**src/rtl/cnn_pkg.sv**
```systemverilog
// Shared CNN widths, OFM writer state type and the accumulator requantizer.
// Requantize: round-half-up arithmetic shift, then saturate to signed OUT_W.
// OFM_WRITER_RELU_EN: when defined, negative requantized results become zero.
package cnn_pkg;

    localparam int ACC_W     = 20;
    localparam int OUT_W     = 8;
    localparam int ADDR_W    = 8;
    localparam int OFM_WORDS = 176;
    localparam int OUT_MAX   = 127;
    localparam int OUT_MIN   = -128;

    typedef enum logic [1:0] {
        IDLE = 2'd0,
        RUN  = 2'd1,
        DONE = 2'd2
    } ofm_wr_state_t;

    // One guard bit above ACC_W keeps the rounding add from overflowing.
    function automatic logic [OUT_W-1:0] requant(input logic [ACC_W-1:0] x,
                                                 input int unsigned    shift);
        logic signed [ACC_W:0] ext;
        logic signed [ACC_W:0] half;
        logic signed [ACC_W:0] t;
        logic signed [ACC_W:0] hi;
        logic signed [ACC_W:0] lo;
        logic [OUT_W-1:0]      r;
        ext  = {x[ACC_W-1], x};
        half = (ACC_W+1)'(1) << (shift - 1);
        t    = (ext + half) >>> shift;
        hi   = (ACC_W+1)'(OUT_MAX);
        lo   = (ACC_W+1)'(OUT_MIN);
        if (t > hi) begin
            r = OUT_W'(hi);
        end else if (t < lo) begin
            r = OUT_W'(lo);
        end else begin
            r = OUT_W'(t);
        end
`ifdef OFM_WRITER_RELU_EN
        if (r[OUT_W-1]) begin
            r = '0;
        end
`endif
        return r;
    endfunction

endpackage

```
**src/rtl/ofm_fifo.sv**
```systemverilog
// Small synchronous FIFO with first-word fall-through read data; DEPTH power of two, >= 2.
// Latency: pushed word visible on dout the cycle after the push edge.
// Backpressure: push ignored when full, pop ignored when empty; caller gates on full/empty.
module ofm_fifo #(
    parameter int WIDTH = 8,
    parameter int DEPTH = 4
) (
    input  logic             clk,
    input  logic             rst,
    input  logic             push,
    input  logic             pop,
    input  logic [WIDTH-1:0] din,
    output logic [WIDTH-1:0] dout,
    output logic             full,
    output logic             empty
);

    localparam int PTR_W = $clog2(DEPTH);

    logic [WIDTH-1:0] mem [DEPTH];
    logic [PTR_W-1:0] wr_ptr;
    logic [PTR_W-1:0] rd_ptr;
    logic [PTR_W:0]   count;
    logic             push_ok;
    logic             pop_ok;

    assign full    = (count == (PTR_W+1)'(DEPTH));
    assign empty   = (count == '0);
    assign push_ok = push && !full;
    assign pop_ok  = pop && !empty;
    assign dout    = mem[rd_ptr];

    always_ff @(posedge clk or posedge rst) begin
        if (rst) begin
            wr_ptr <= '0;
            rd_ptr <= '0;
            count  <= '0;
        end else begin
            if (push_ok) begin
                wr_ptr <= wr_ptr + 1'b1;
            end
            if (pop_ok) begin
                rd_ptr <= rd_ptr + 1'b1;
            end
            case ({push_ok, pop_ok})
                2'b10:   count <= count + 1'b1;
                2'b01:   count <= count - 1'b1;
                default: count <= count;
            endcase
        end
    end

    always_ff @(posedge clk) begin
        if (push_ok) begin
            mem[wr_ptr] <= din;
        end
    end

endmodule

```
**src/rtl/ofm_writer.sv**
```systemverilog
// Requantizes accumulator results and writes one OFM of OFM_WORDS pixels at addresses 0..OFM_WORDS-1.
// Latency: sample accepted at edge N is written (wren) from edge N+1; one sample per cycle sustained.
// Backpressure: in_ready low outside RUN, when the FIFO is full or the map is fully accepted. OFM_WRITER_RELU_EN clamps negatives.
module ofm_writer
    import cnn_pkg::*;
#(
    parameter int ACC_W      = cnn_pkg::ACC_W,
    parameter int OUT_W      = cnn_pkg::OUT_W,
    parameter int ADDR_W     = cnn_pkg::ADDR_W,
    parameter int OFM_WORDS  = cnn_pkg::OFM_WORDS,
    parameter int SHIFT      = 4,
    parameter int FIFO_DEPTH = 4
) (
    input  logic              clk,
    input  logic              rst,
    input  logic              start,
    input  logic              in_valid,
    output logic              in_ready,
    input  logic [ACC_W-1:0]  in_data,
    output logic [ADDR_W-1:0] address,
    output logic [OUT_W-1:0]  wrData,
    output logic              wren,
    output logic              busy,
    output logic              done
);

    localparam int CNT_W = $clog2(OFM_WORDS + 1);

    ofm_wr_state_t    state;
    ofm_wr_state_t    state_nxt;
    logic             start_run;
    logic [CNT_W-1:0] acc_cnt;
    logic [CNT_W-1:0] wr_cnt;
    logic             fifo_full;
    logic             fifo_empty;
    logic             push;
    logic             pop;
    logic             last_pop;
    logic [OUT_W-1:0] q_pix;
    logic [OUT_W-1:0] fifo_dout;

    assign in_ready = (state == RUN) && !fifo_full && (acc_cnt < CNT_W'(OFM_WORDS));
    assign push     = in_valid && in_ready;
    assign pop      = (state == RUN) && !fifo_empty;
    assign last_pop = pop && (wr_cnt == CNT_W'(OFM_WORDS - 1));
    assign q_pix    = requant(in_data, SHIFT);

    ofm_fifo #(
        .WIDTH (OUT_W),
        .DEPTH (FIFO_DEPTH)
    ) u_fifo (
        .clk   (clk),
        .rst   (rst),
        .push  (push),
        .pop   (pop),
        .din   (q_pix),
        .dout  (fifo_dout),
        .full  (fifo_full),
        .empty (fifo_empty)
    );

    always_comb begin
        state_nxt = state;
        start_run = 1'b0;
        case (state)
            IDLE, DONE: begin
                if (start) begin
                    state_nxt = RUN;
                    start_run = 1'b1;
                end
            end
            RUN: begin
                if (last_pop) begin
                    state_nxt = DONE;
                end
            end
            default: state_nxt = IDLE;
        endcase
    end

    always_ff @(posedge clk or posedge rst) begin
        if (rst) begin
            state   <= IDLE;
            acc_cnt <= '0;
            wr_cnt  <= '0;
        end else begin
            state <= state_nxt;
            if (start_run) begin
                acc_cnt <= '0;
                wr_cnt  <= '0;
            end else begin
                if (push) begin
                    acc_cnt <= acc_cnt + 1'b1;
                end
                if (pop) begin
                    wr_cnt <= wr_cnt + 1'b1;
                end
            end
        end
    end

    // busy stays up through the final write cycle even though the FSM has already moved to DONE.
    always_ff @(posedge clk or posedge rst) begin
        if (rst) begin
            wren    <= 1'b0;
            address <= '0;
            wrData  <= '0;
            busy    <= 1'b0;
            done    <= 1'b0;
        end else begin
            wren <= pop;
            if (pop) begin
                address <= ADDR_W'(wr_cnt);
                wrData  <= fifo_dout;
            end
            busy <= (state_nxt == RUN) || last_pop;
            done <= (state_nxt == DONE) && !last_pop;
        end
    end

endmodule

```
**config.mk**
```make
export PLATFORM = sky130hd
export DESIGN_NAME = ofm_writer
export DESIGN_NICKNAME = d
export VERILOG_FILES = /design/src/rtl/cnn_pkg.sv /design/src/rtl/ofm_fifo.sv /design/src/rtl/ofm_writer.sv
export SDC_FILE = /design/constraint.sdc
export NUM_CORES = 1
export LEC_CHECK = 0
export ABC_AREA = 1
export CORE_AREA = 2 2 123 113
export DETAILED_ROUTE_END_ITERATION = 10
export DIE_AREA = 0 0 125 115
export SETUP_SLACK_MARGIN = 0.15
export SYNTH_ARGS = -nofsm -noshare
export SYNTH_HDL_FRONTEND = slang
export SYNTH_SLANG_ARGS = --single-unit
export TNS_END_PERCENT = 20
```
**constraint.sdc**
```tcl
create_clock -name clk -period 2.4 [get_ports clk]
set_clock_uncertainty 0.2 [all_clocks]
set_input_delay 0.6 -clock clk [delete_from_list [all_inputs] [get_ports clk]]
set_output_delay 0.6 -clock clk [all_outputs]
set_load 0.005 [all_outputs]
```
==> impl_metrics.tcl <==
set metrics [dict create \
    worstReg2RegEnd "u_fifo.count[1]$_DFFE_PP0P_" \
    clock.fmax_mhz 461.0 \
    synth-seq-area-share_pct 55.39 \
    starting_utilization_of_the_core_area_pct 28.39 \
    ctsLongestPathBuffers 2 \
    timing.critical_path.max_delay_family "adder cells" \
    global_route_wire_length_before_repair_um 13400 \
    postSynthAreaPerCell_um2 8.717 \
    final_hold_viol_count 0 \
    fp.dieW_um 125 \
    post_drt_wl_per_cell_um 11.52 \
    detailroute.via_count 3026 \
    hold_depth 2 \
    cts_root_buffer "sky130_fd_sc_hd__clkbuf_16" \
    dp.final_hpwl_um 5623 \
    route.detailed.vias_per_inst 4.392 \
    synth-seq-cells 76 \
    hold_path_startpoint "address[3]$_DFFE_PP0P_" \
    critical_path_cell_by_cell "nand2_2, inv_2, o21ai_2, nand3_1, buf_4, nor2_4, inv_2, ha_1, inv_1, fa_2, o21ai_0" \
    crit_path_start "acc_cnt[4]$_DFFE_PP0P_" \
    die_h_um 115 \
    worst_path_most_repeated_cell "sky130_fd_sc_hd__inv_2" \
    wl_met1_um 3644 \
    timing.max_slew.rel_slack_pct 70.38 \
    grt_antenna_before_repair 0 \
    setup_ws_ns 0.2310 \
    tritoncts "done" \
    grt_max_degree 45 \
    core-area_um2 13110 \
    critPathKind "flip-flop to flip-flop" \
    wl_met3_um 349 \
    hold_path_class "flip-flop to flip-flop" \
    routed.top_layer "met4" \
    timing.final.crit_share_pct 90.38 \
    placement.setup.worst_slack_ns -0.5491 \
    max-cap-violations 0 \
    finalSetupTns_ns 0 \
    syn-cell-area_um2 3722 \
    gp_routability_congestion 0.7945 \
    hold-path-endpoint "address[3]$_DFFE_PP0P_" \
    critical_path.reg2reg.startpoint "acc_cnt[4]$_DFFE_PP0P_" \
    grt-ovfl-total 0 \
    nets 549 \
    htreeDepth 3 \
    drc 0 \
    outcome "finished, final reports clean" \
    mostFrequentLayoutCell "sky130_fd_sc_hd__nor2_1" \
    crit_path_max_fanout 2 \
    setup_viol_count_final 0 \
    fin_worst_hold_slack_ns 0.2832 \
    synth_top_area_share_pct 29.58 \
    worst_pin_slew_ns 0.4443 \
    worst-endpoint-required_ns 2.45 \
    finalWirelength_um 7934 \
    syn_inst 427 \
    post-synth-top-area-cell "sky130_fd_sc_hd__dfrtp_1" \
    final_cell_mix "sky130_fd_sc_hd__nor2_1 (73), sky130_fd_sc_hd__nand2_1 (63), sky130_fd_sc_hd__inv_1 (49), sky130_fd_sc_hd__buf_4 (47), sky130_fd_sc_hd__dfrtp_1 (44)" \
    cts_buffers 9 \
    worstPathBufferInverterCount 4 \
    drt_initial_violations 113 \
    area_growth_pct 35.53 \
    worst_setup_path_end_kind "flip-flop" \
    peakVddDrop_uv 495.9 \
    drtAntennaViolNets 0 \
    first_pass_iters 5 \
    grt_resource_usage_total_pct 11.50 \
    top_level_ports 44 \
    antennaDiodeCount 0 \
    io_buffers 40 \
    reg2reg_setup_slack_ns 0.23 \
    synth_fp_nets 460 \
    critical_path.startpoint_type "flip-flop" \
    post_route_cells_drive_above_1_share_pct 21.69 \
    first_global_vias 2950 \
    fill_cells 1305 \
    netlist_top_cells_area "sky130_fd_sc_hd__dfrtp_1 (30%), sky130_fd_sc_hd__edfxtp_1 (26%), sky130_fd_sc_hd__nand2_1 (8.0%), sky130_fd_sc_hd__nor2_1 (7.7%), sky130_fd_sc_hd__o21ai_0 (5.5%)" \
    critical_path_arrival_ns 2.22 \
    worstSkewPairLatency_ns 0.33 \
    clkSinkCount 76 \
    yosys_warnings 0 \
    r2r_cells 11 \
    leakagePower_nw 2.204 \
    fp-row-count 40 \
    power_density_nw_per_um2 972.7 \
    cp_slowest_cell "sky130_fd_sc_hd__fa_2" \
    met2WireLength_um 3850 \
    die-area_um2 14380 \
    max_stage_delay_on_crit_path_ns 0.44 \
    cts.reportedPaths.clkPinSlew_ns 0.06 \
    rsz0062_at_grt "true" \
    min_period_ns 2.169 \
    synth_cell_types 28 \
    report.final.slew_viol_count 0 \
    holdBufCountCts 0 \
]
==> area by class of cell <==
type / count / area (um2) / area share [%]
sequential: 76 / 2062 / 40.87
tap: 168 / 210.2 / 4.167
inverter: 54 / 202.7 / 4.018
multi-input combinational: 287 / 1535 / 30.43
clock inverter: 7 / 58.81 / 1.166
clock buffer: 9 / 225.2 / 4.464
timing repair buffer: 88 / 750.7 / 14.88
==> layer usage <==
layer  global-route usage (%)  up-vias
met5                        0        -
met4                    4.000        0
met3                    2.792        8
met2                    20.07       70
met1                    14.05     1386
li1                         -     1562
==> registers in the layout (all words and copies together) (netlist names) <==
register / count
wr_cnt: 8
state: 2
busy: 1
u_fifo.wr_ptr: 2
done: 1
wrData: 8
u_fifo.mem: 32
u_fifo.rd_ptr: 2
wren: 1
u_fifo.count: 3
address: 8
acc_cnt: 8
==> cell usage after synthesis <==
library cell	number
sky130_fd_sc_hd__dfrtp_1	44
sky130_fd_sc_hd__nor2_1	76
sky130_fd_sc_hd__fa_1	1
sky130_fd_sc_hd__nand3_1	23
sky130_fd_sc_hd__o21ai_1	2
sky130_fd_sc_hd__edfxtp_1	32
sky130_fd_sc_hd__nand4_1	6
sky130_fd_sc_hd__nor3_1	8
sky130_fd_sc_hd__inv_1	53
sky130_fd_sc_hd__nor2_4	2
sky130_fd_sc_hd__nand2_1	79
sky130_fd_sc_hd__xor2_1	9
sky130_fd_sc_hd__a21oi_1	6
sky130_fd_sc_hd__nor4_1	1
sky130_fd_sc_hd__clkbuf_1	8
sky130_fd_sc_hd__nand2_4	1
sky130_fd_sc_hd__buf_2	1
sky130_fd_sc_hd__o21ai_0	41
sky130_fd_sc_hd__a31oi_1	8
sky130_fd_sc_hd__a21boi_0	1
sky130_fd_sc_hd__xnor2_1	2
sky130_fd_sc_hd__and3_1	1
sky130_fd_sc_hd__nor2_2	6
sky130_fd_sc_hd__ha_1	8
sky130_fd_sc_hd__buf_4	1
sky130_fd_sc_hd__and2_1	1
sky130_fd_sc_hd__inv_2	1
sky130_fd_sc_hd__nand2_2	5
==> tightest hold or removal path: stages (launching register included) <==
cell and delay (ns):
sky130_fd_sc_hd__dfrtp_1 0.34, sky130_fd_sc_hd__nand2_1 0.05, sky130_fd_sc_hd__o21ai_0 0.06
==> cells by family (layout without fill, tap and decap cells) <==
group | after synthesis | count (layout) | synth area share [%]
DFF | 76 | 76 | 55.40
xor gates and xnor gates | 11 | 11 | 2.588
adders and majority gates | 9 | 9 | 3.227
buffers and inverters | 64 | 158 | 6.588
and+or+nand+nor | 209 | 209 | 24.07
AOI/OAI and AO/OA | 58 | 58 | 8.135
==> report_power, final <==
part	switching [mW]	leakage, nW	internal, mW
logic	0.912	1.23	0.761
registers	0.225	0.833	1.75
clock network	0.544	0.139	0.717
total	1.68	2.20	3.23
==> worst max-delay path by stage <==
stage	end	slack, ns	cells past startpoint
finish	u_fifo.count[1]$_DFFE_PP0P_	0.23	11
global route	u_fifo.count[1]$_DFFE_PP0P_	0.12	11
CTS	u_fifo.count[1]$_DFFE_PP0P_	0.13	11
global placement	u_fifo.mem[1][2]$_DFFE_PP_	-0.45	13
detailed placement	u_fifo.mem[0][4]$_DFFE_PP_	-0.55	13
floorplan	u_fifo.count[2]$_DFFE_PP0P_	0.21	12
==> repair_timing <==
action | CTS | global route
gates resized for setup | 38 | 26
gates cloned | 0 | 0
pin swaps | 11 | 9
setup endpoints to repair | 29 | 66
buffers inserted | 5 | 2
==> per-stage QoR <==
stage	instances	util, %	instance area, um2	total power [mW]
floorplan	427	-	3724	2.916
global placement	666	35.16	4611	3.574
detailed placement	666	35.16	4611	3.655
CTS	687	37.98	4980	4.949
global route	689	38.47	5045	5.293
finish	689	38.47	5045	4.907
Power figures use the tool's default switching activity.
